[src/rtl/display_loader_if.sv]
// Digit/latch link between the time-keeping logic and display_loader.
// The loader takes the slave side; the frame source takes the master side.
interface display_loader_if;
  logic        load;
  logic [29:0] digits;
  logic        busy;
  logic        done;
  logic [4:0]  digit;
  logic        latch;

  modport master (output load, digits, input busy, done, digit, latch);
  modport slave  (input load, digits, output busy, done, digit, latch);
endinterface

[src/rtl/display_loader.sv]
// Shifts a snapshotted six-digit frame to the display scanner, position 5 first,
// one setup/latch/hold sequence per digit. Define DISPLAY_LOADER_BLANK_EN for leading-zero blanking.
module display_loader #(
  parameter int unsigned LATCH_CYC  = 2,
  parameter logic [4:0]  BLANK_CODE = 5'h1F
) (
  input logic             clk,
  input logic             rst_n,
  display_loader_if.slave bus
);

  typedef enum logic [1:0] {IDLE, SETUP, PULSE, HOLD} state_e;

  localparam logic [7:0] CNT_RELOAD = 8'(LATCH_CYC - 1);
  localparam logic [2:0] FIRST_POS  = 3'd5;

  state_e          state_q, state_d;
  logic [2:0]      idx_q, idx_d;
  logic [7:0]      cnt_q, cnt_d;
  logic [5:0][4:0] frame_q, frame_d;
  logic [4:0]      digit_q, digit_d;
  logic            latch_q, latch_d;
  logic            busy_q, busy_d;
  logic            done_q, done_d;
  logic            phase_end;
  logic            accept;

`ifdef DISPLAY_LOADER_BLANK_EN
  // Zeros stay blank until the first nonzero position from the left; position 0 always shows.
  function automatic logic [5:0][4:0] prep_frame(input logic [29:0] raw);
    logic [5:0][4:0] f;
    logic            leading;
    f       = raw;
    leading = 1'b1;
    for (int k = 5; k >= 1; k--) begin
      if (leading && f[3'(k)] == 5'd0) begin
        f[3'(k)] = BLANK_CODE;
      end else begin
        leading = 1'b0;
      end
    end
    return f;
  endfunction
`else
  function automatic logic [5:0][4:0] prep_frame(input logic [29:0] raw);
    return raw;
  endfunction

  logic unused_blank_code;
  assign unused_blank_code = ^BLANK_CODE;
`endif

  assign phase_end = (cnt_q == 8'd0);

  always_ff @(posedge clk) begin
    if (!rst_n) begin
      state_q <= IDLE;
      idx_q   <= '0;
      cnt_q   <= '0;
      frame_q <= '0;
      digit_q <= '0;
      latch_q <= 1'b0;
      busy_q  <= 1'b0;
      done_q  <= 1'b0;
    end else begin
      state_q <= state_d;
      idx_q   <= idx_d;
      cnt_q   <= cnt_d;
      frame_q <= frame_d;
      digit_q <= digit_d;
      latch_q <= latch_d;
      busy_q  <= busy_d;
      done_q  <= done_d;
    end
  end

  // A new frame is taken from IDLE or on the very edge that ends the last hold phase.
  always_comb begin
    state_d = state_q;
    idx_d   = idx_q;
    cnt_d   = cnt_q;
    frame_d = frame_q;
    accept  = 1'b0;
    case (state_q)
      IDLE: accept = bus.load;
      SETUP: begin
        if (phase_end) begin
          state_d = PULSE;
          cnt_d   = CNT_RELOAD;
        end else begin
          cnt_d = cnt_q - 8'd1;
        end
      end
      PULSE: begin
        if (phase_end) begin
          state_d = HOLD;
          cnt_d   = CNT_RELOAD;
        end else begin
          cnt_d = cnt_q - 8'd1;
        end
      end
      HOLD: begin
        if (!phase_end) begin
          cnt_d = cnt_q - 8'd1;
        end else if (idx_q != 3'd0) begin
          state_d = SETUP;
          idx_d   = idx_q - 3'd1;
          cnt_d   = CNT_RELOAD;
        end else begin
          state_d = IDLE;
          accept  = bus.load;
        end
      end
      default: state_d = IDLE;
    endcase
    if (accept) begin
      state_d = SETUP;
      idx_d   = FIRST_POS;
      cnt_d   = CNT_RELOAD;
      frame_d = prep_frame(bus.digits);
    end
  end

  // Outputs are registered from the next state, so done lands on the final hold cycle.
  always_comb begin
    busy_d  = (state_d != IDLE);
    latch_d = (state_d == PULSE);
    done_d  = (state_d == HOLD) && (idx_d == 3'd0) && (cnt_d == 8'd0);
    digit_d = digit_q;
    if (state_d == SETUP) begin
      digit_d = frame_d[idx_d];
    end
  end

  assign bus.busy  = busy_q;
  assign bus.done  = done_q;
  assign bus.digit = digit_q;
  assign bus.latch = latch_q;

endmodule

[src/flat_wrapper.sv]
// flat-port wrapper written by rule: the top's interface ports become plain ports
module display_loader_flat 
#(
  parameter int unsigned LATCH_CYC  = 2,
  parameter logic [4:0]  BLANK_CODE = 5'h1F
)
  (clk, rst_n, bus_load, bus_digits, bus_busy, bus_done, bus_digit, bus_latch);
  display_loader_if bus_i ();
  input logic clk;
  input logic rst_n;
  input wire logic [$bits(bus_i.load)-1:0] bus_load;
  input wire logic [$bits(bus_i.digits)-1:0] bus_digits;
  output wire logic [$bits(bus_i.busy)-1:0] bus_busy;
  output wire logic [$bits(bus_i.done)-1:0] bus_done;
  output wire logic [$bits(bus_i.digit)-1:0] bus_digit;
  output wire logic [$bits(bus_i.latch)-1:0] bus_latch;
  assign bus_i.load = bus_load;
  assign bus_i.digits = bus_digits;
  assign bus_busy = bus_i.busy;
  assign bus_done = bus_i.done;
  assign bus_digit = bus_i.digit;
  assign bus_latch = bus_i.latch;
  display_loader #(.LATCH_CYC(LATCH_CYC), .BLANK_CODE(BLANK_CODE)) u_core (.clk(clk), .rst_n(rst_n), .bus(bus_i));
endmodule
[config.mk]
export PLATFORM = sky130hd
export DESIGN_NAME = display_loader_flat
export DESIGN_NICKNAME = d
export VERILOG_FILES = /design/src/rtl/display_loader_if.sv /design/src/rtl/display_loader.sv /design/src/flat_wrapper.sv
export SDC_FILE = /design/constraint.sdc
export NUM_CORES = 1
export LEC_CHECK = 0
export BUFFER_PORTS_ARGS = -buffer_cell sky130_fd_sc_hd__buf_2
export CAP_MARGIN = 10
export CORE_MARGIN = 1.5
export CORE_UTILIZATION = 57
export DETAILED_ROUTE_END_ITERATION = 8
export GPL_ROUTABILITY_DRIVEN = 1
export PLACE_DENSITY = 0.81
export SLEW_MARGIN = 10
export SYNTH_ARGS = -nofsm -noshare
export SYNTH_HDL_FRONTEND = slang
export SYNTH_SLANG_ARGS = --single-unit
[constraint.sdc]
create_clock -name clk -period 2.9 [get_ports clk]
set_clock_uncertainty 0.05 [all_clocks]
set_input_delay 0.145 -clock clk [delete_from_list [all_inputs] [get_ports clk]]
set_output_delay 0.145 -clock clk [all_outputs]
set_load 0.01 [all_outputs]
==> run_results.csv, run 1 <==
group,metric,value,unit
timing,fmax,374,MHz
hold_path,min_path_type,"in2reg",
floorplanning,die_w,73.9,um
power_and_ir_drop,powerDensity,1050,mW/mm^2
clock_tree,htree_num_levels,2,
critical_path,critPathLaunchType,"register",
timing,final.setup.tns,0,ps
timing,worst_pin_slew,674,ps
timing,finalMaxSlewViolations,0,
critical_path,crit_required,3030,ps
grt,grtUsageTotal,26.4,%
route,avgRoutedWirePerCell,15.0,um
cells_and_area,mostFrequentLayoutCell,"nand2_1",
critical_path,end_kind,"register",
cells_and_area,seq_area,0.00102,sq mm
placed_design,portBuffers,40,
synth,synth_nets,380,
clock_tree,root_buffer,"clkbuf_8",
clock_tree,cts.clk_slew.worst_paths,90,ps
synth,syn-instance-count,339,
synth,synth_area_per_cell,8.46,sq um
route,drt_wl_total,6650,um
clock_tree,cts_max_path_buffers,2,
status,outcome,"complete, no violations",
clock_tree,clock_sinks,51,
synth,synth_warnings,0,
cells_and_area,drive_gt1_share,23.6,%
timing,finalHoldViolCount,0,
clock_tree,postCtsHoldBufs,0,
timing,relSlewSlack,55.1,%
synth,syn_area,0.00287,sq mm
synth,ys_seq_area_share,35.6,%
route,drc_errors,0,
timing,setup_viol,0,
synth,ys_types,59,
clock_tree,clk_latency,300,ps
placed_design,place_area,0.00313,sq mm
placed_design,gp_congestion,0.981,
floorplanning,core_region_area,0.00479,sq mm
route,vias,2584,
route,drt_iter0_drc,195,
floorplanning,die_h,73.9,um
grt,overflow,0,
critical_path,crit_path_max_fanout,11,
floorplanning,die_area,0.00546,sq mm
placed_design,place_hpwl,4830,um
synth,synth-edff-count,0,
synth,synth-seq-cells,51,
timing,min_period,2670,ps
cells_and_area,multi_input_area,0.00170,sq mm
timing,post-route-period-util,92.1,%
timing,whs,26.2,ps
route,ant_nets,0,
cells_and_area,final_cell_mix,"nand2_1, dfxtp_1, buf_2",
cells_and_area,syn2layout_area_growth,13.0,%
placed_design,dp.cells,437,
power_and_ir_drop,p_leak,0.00130,uW
grt,grt_max_degree,46,
flow_run,max_cap_violations,0,
power_and_ir_drop,ir_worst_vdd,426,uV
synth,ys_dominant_reg_cell,"dfxtp_1",
clock_tree,cts_setup_buffers,0,
critical_path,arrival,2800,ps
cells_and_area,fin_cells,444,
grt,grt_pass1_vias,2354,
floorplanning,initial_core_util,59.9,%
power_and_ir_drop,p_total,3410,uW
clock_tree,cts_tree,"yes",
floorplanning,io_pins,41,
timing,rsz0062_at_grt,"false",
synth,synthArstFlopShare,0,%
route,detail_route.first_pass.iterations,5,
route,via_per_inst,5.82,
grt,antenna_found_initial,0,
cells_and_area,fillCellCount,412,
cells_and_area,design_area,0.00324,sq mm
critical_path,path_class,"reg2reg",
cells_and_area,nets,418,
clock_tree,cts_made_buffers,5,
floorplanning,rows,25,
cells_and_area,antenna_cells,0,
grt,grt_pass1_wl,11100,um
metal layers:
layer | track usage, % | up-vias | share of wire [%]
li1 | - | 1295 | -
met1 | 38.1 | 1189 | 47
met2 | 39.6 | 86 | 45
met3 | 4.80 | 14 | 5.6
met4 | 8.85 | 0 | 2.0
met5 | 0 | - | 0
cell usage after synthesis (4+ instances only):
master | count | area share (%)
nor3_1 | 7 | 1.2
clkbuf_1 | 14 | 1.8
mux2i_1 | 10 | 3.5
inv_1 | 9 | 1.2
o31ai_1 | 5 | 1.3
nor2b_1 | 7 | 1.5
dfxtp_1 | 51 | 36
mux2_2 | 8 | 3.1
a31oi_1 | 5 | 1.1
buf_6 | 4 | 1.6
a211oi_1 | 6 | 1.6
nand2_1 | 69 | 9.0
o21ai_0 | 7 | 1.2
ha_1 | 8 | 3.5
a21oi_1 | 4 | 0.70
a21boi_0 | 30 | 7.9
nor2_1 | 25 | 3.3
a221oi_1 | 6 | 1.8
worst max-delay path: stages (launching register included):
cell and delay (ps):
dfxtp_1 340, inv_1 100, ha_1 240, nor4b_2 220, buf_4 220, nand3_2 110
xnor2_2 370, mux2_2 380, a222oi_1 360, a31oi_1 150
report_power, final:
group / leakage, uW / switching (uW) / internal, uW
clock network: 0.0000502 / 233 / 252
logic: 0.000834 / 1110 / 758
registers: 0.000418 / 147 / 907
total: 0.00130 / 1490 / 1920
logic make-up (layout without fill, tap and decap cells):
family / after synthesis / count (layout) / share of synthesized area (%)
compound gates: 91 / 91 / 23.7
buf+inv: 30 / 68 / 5.11
xor+xnor: 2 / 2 / 0.873
flops: 51 / 51 / 35.6
fa+ha+maj: 8 / 8 / 3.49
mux: 19 / 19 / 7.16
simple gates: 138 / 138 / 24.0
state kept, by name (all words and copies together), names as in the netlist:
signal and flops:
u_core.bus.latch 1, u_core.bus.done 1, u_core.state_q 2, u_core.bus.digit 5
u_core.cnt_q 8, u_core.bus.busy 1, u_core.idx_q 3, u_core.frame_q 30
stage by stage:
stage	utilization, %	setup WS, ps
after floorplan	-	311
after global placement	65.4	303
after detailed placement	65.4	241
after CTS	67.6	174
after global routing	67.7	74.1
final	67.7	230
worst paths after layout:
path | start | endpoint | slack [ps] | depth (start not counted)
setup / recovery | u_core.cnt_q[0]$_SDFF_PN0_ | u_core.bus.digit[0]$_SDFFE_PN0N_ | 230 | 9
hold / removal | bus_digits[14] | u_core.frame_q[14]$_SDFF_PN0_ | 30 | 3
setup reg to reg | u_core.cnt_q[0]$_SDFF_PN0_ | u_core.bus.digit[0]$_SDFFE_PN0N_ | 230 | 9
hold reg to reg | u_core.frame_q[29]$_SDFF_PN0_ | u_core.frame_q[29]$_SDFF_PN0_ | 420 | 2
layout make-up:
class                           count  share of cell area (%)
Sequential cell                    51                    31.6
Tap cell                           67                    2.59
Multi-Input combinational cell    258                    52.6
Clock inverter                      2                    1.16
Timing Repair Buffer               52                    8.96
Clock buffer                        5                    2.12
Inverter                            9                    1.04
what timing repair did:
item | in CTS | in global routing
resized for setup | 0 | 2
hold endpoints to repair | 0 | 0
setup endpoints to repair | 0 | 2
No activity file was read; power rests on OpenSTA's default activity.
==> run 2, diff against run 1 <==
Settings changed: ABC_AREA set to 1, PLACE_DENSITY 0.81 to 0.88.
==> run_results.csv, run 2 <==
group,metric,value,unit
synth,synth-edff-count,0,
synth,synthArstFlopShare,0,%
hold_path,hold_path_depth,3,
grt,grtUsageTotal,26.0,%
grt,overflow,0,
timing,whs,73.2,ps
synth,yosysMostFrequentCell,"nand2_1",
critical_path,cpPeakStageDelay,310,ps
critical_path,path_buf_inv,3,
grt,grt_pass1_vias,2504,
critical_path,end_kind,"register",
critical_path,crit_top_cell,"nand2_4",
timing,relSlewSlack,67.7,%
route,avgRoutedWirePerCell,13.2,um
floorplanning,io_pins,41,
critical_path,crit_required,3100,ps
clock_tree,cts_made_buffers,5,
cells_and_area,mostFrequentLayoutCell,"nand2_1",
clock_tree,cts_max_path_buffers,2,
floorplanning,die_area,0.00527,sq mm
placed_design,place_hpwl,4740,um
timing,rsz0062_at_grt,"false",
placed_design,gp_congestion,0.908,
floorplanning,die_w,72.6,um
hold_path,hold_end,"u_core.frame_q[8]$_SDFF_PN0_",
critical_path,critPathLaunchType,"register",
critical_path,crit_path_max_fanout,25,
timing,post-route-period-util,80.9,%
clock_tree,htree_num_levels,2,
route,detail_route.first_pass.iterations,4,
route,vias,2691,
clock_tree,ctsResizeCount,0,
critical_path,path_class,"reg2reg",
synth,ys_seq_area_share,37.0,%
clock_tree,cts_tree,"yes",
cells_and_area,drive_gt1_share,17.2,%
grt,grt_max_degree,31,
floorplanning,initial_core_util,58.9,%
clock_tree,postCtsHoldBufs,0,
hold_path,min_path_type,"in2reg",
cells_and_area,final_cell_mix,"nand2_1, nand3_1, dfxtp_1",
timing,setup_viol,0,
floorplanning,core_region_area,0.00469,sq mm
cells_and_area,syn2layout_area_growth,11.8,%
critical_path,arrival,2540,ps
synth,synth_area_leaders,"dfxtp_1, nand2_1, nand3_1, nor2_1, inv_1",
critical_path,path_cells,"inv_1 -> ha_1 -> nand2_2 -> nor2_8 -> nand3_4 -> nand2_4 -> nand2_4 -> nand2_4 -> inv_2 -> nand2_1 -> nand3_1 -> nand2_1 -> inv_1 -> a21oi_1",
timing,worst_pin_slew,484,ps
clock_tree,clk_latency,310,ps
cells_and_area,regMostFlops,"u_core.frame_q",
critical_path,worstRegToRegCells,14,
cells_and_area,largest_reg_flops,30,
clock_tree,root_buffer,"clkbuf_8",
synth,ys_dominant_reg_cell,"dfxtp_1",
grt,antenna_found_initial,0,
timing,finalMaxSlewViolations,0,
cells_and_area,nets,477,
grt,grt_pass1_wl,10800,um
critical_path,crit_path_top_delay_cell,"dfxtp_1",
critical_path,rr_endpoint,"u_core.bus.digit[3]$_SDFFE_PN0N_",
cells_and_area,fillCellCount,412,
clock_tree,cts_setup_buffers,0,
critical_path,r2r_setup_slack,550,ps
floorplanning,rows,25,
synth,yosysTopAreaCellShare,37.0,%
power_and_ir_drop,ir_worst_vdd,622,uV
status,outcome,"complete, no violations",
synth,ys_types,29,
power_and_ir_drop,powerDensity,1400,mW/mm^2
critical_path,cp.depth,14,
power_and_ir_drop,p_leak,0.00151,uW
cells_and_area,antenna_cells,0,
flow_run,max_cap_violations,0,
synth,synth_nets,443,
critical_path,r2r_start,"u_core.cnt_q[0]$_SDFF_PN0_",
synth,synth_area_leader_cell,"dfxtp_1",
floorplanning,die_h,72.6,um
route,drt_iter0_drc,215,
synth,syn_area,0.00276,sq mm
hold_path,min_from,"bus_digits[8]",
synth,synth_area_per_cell,6.87,sq um
synth,syn-instance-count,402,
synth,synth_commonest_cells,"nand2_1, nand3_1, dfxtp_1",
clock_tree,cts.clk_slew.worst_paths,100,ps
route,ant_nets,0,
timing,fmax,426,MHz
route,drt_wl_total,6470,um
route,drc_errors,0,
clock_tree,clock_sinks,51,
synth,synth-seq-cells,51,
timing,min_period,2350,ps
synth,synth_warnings,0,
placed_design,portBuffers,40,
critical_path,cpLargestDelayFamily,"simple AND/OR/NAND/NOR gates",
route,via_per_inst,5.48,
timing,final.setup.tns,0,ps
timing,finalHoldViolCount,0,
run 2: worst max-delay path by stage:
stage	start	endpoint	slack [ps]
3_5_place_dp	u_core.cnt_q[0]$_SDFF_PN0_	u_core.bus.digit[2]$_SDFFE_PN0N_	620
4_1_cts	u_core.cnt_q[0]$_SDFF_PN0_	u_core.bus.digit[3]$_SDFFE_PN0N_	580
6_report	u_core.cnt_q[0]$_SDFF_PN0_	u_core.bus.digit[3]$_SDFFE_PN0N_	550
5_1_grt	u_core.cnt_q[0]$_SDFF_PN0_	u_core.bus.digit[3]$_SDFFE_PN0N_	370
2_1_floorplan	u_core.cnt_q[0]$_SDFF_PN0_	u_core.bus.digit[1]$_SDFFE_PN0N_	960
3_3_place_gp	u_core.cnt_q[0]$_SDFF_PN0_	u_core.bus.digit[2]$_SDFFE_PN0N_	680
run 2: worst min-delay path, stage by stage:
cell,delay (ps)
buf_2,90
nand3_1,90
a21oi_1,70
run 2: area by class of cell:
type                       count  area, sq um  area share [%]
multi-input combinational    288         1480            47.8
inverter                      46          173            5.59
tap                           54         67.6            2.19
sequential                    51         1020            33.0
timing repair buffer          44          230            7.45
clock inverter                 2         38.8            1.26
clock buffer                   6         82.6            2.67
run 2: layer usage:
layer	vias up	global-route usage (%)	part of all wire, %
met5	-	0	0
met2	81	44.0	48
met1	1222	33.0	44
met4	0	11.1	2.1
met3	15	3.73	5.8
li1	1373	-	-
run 2: kinds of logic after synthesis:
kind of cell	share of synthesized area, %
fa+ha+maj	3.62
simple gates	38.2
compound gates	11.5
flops	37.0
buf+inv	9.69
run 2: where the power goes:
part / switching, uW / internal (uW)
registers: 102 / 948
logic: 1860 / 869
clock network: 247 / 284
run 2: through the flow:
step | area, sq um | power, uW | instances | util [%] | setup WS (ps)
final | 3090 | 4310 | 491 | 65.8 | 555
after global placement | 2970 | 3670 | 483 | 63.3 | 678
after global routing | 3090 | 4700 | 491 | 65.8 | 365
after CTS | 3090 | 4280 | 491 | 65.8 | 578
after detailed placement | 2970 | 3740 | 483 | 63.3 | 616
after floorplan | 2760 | 3220 | 402 | - | 964
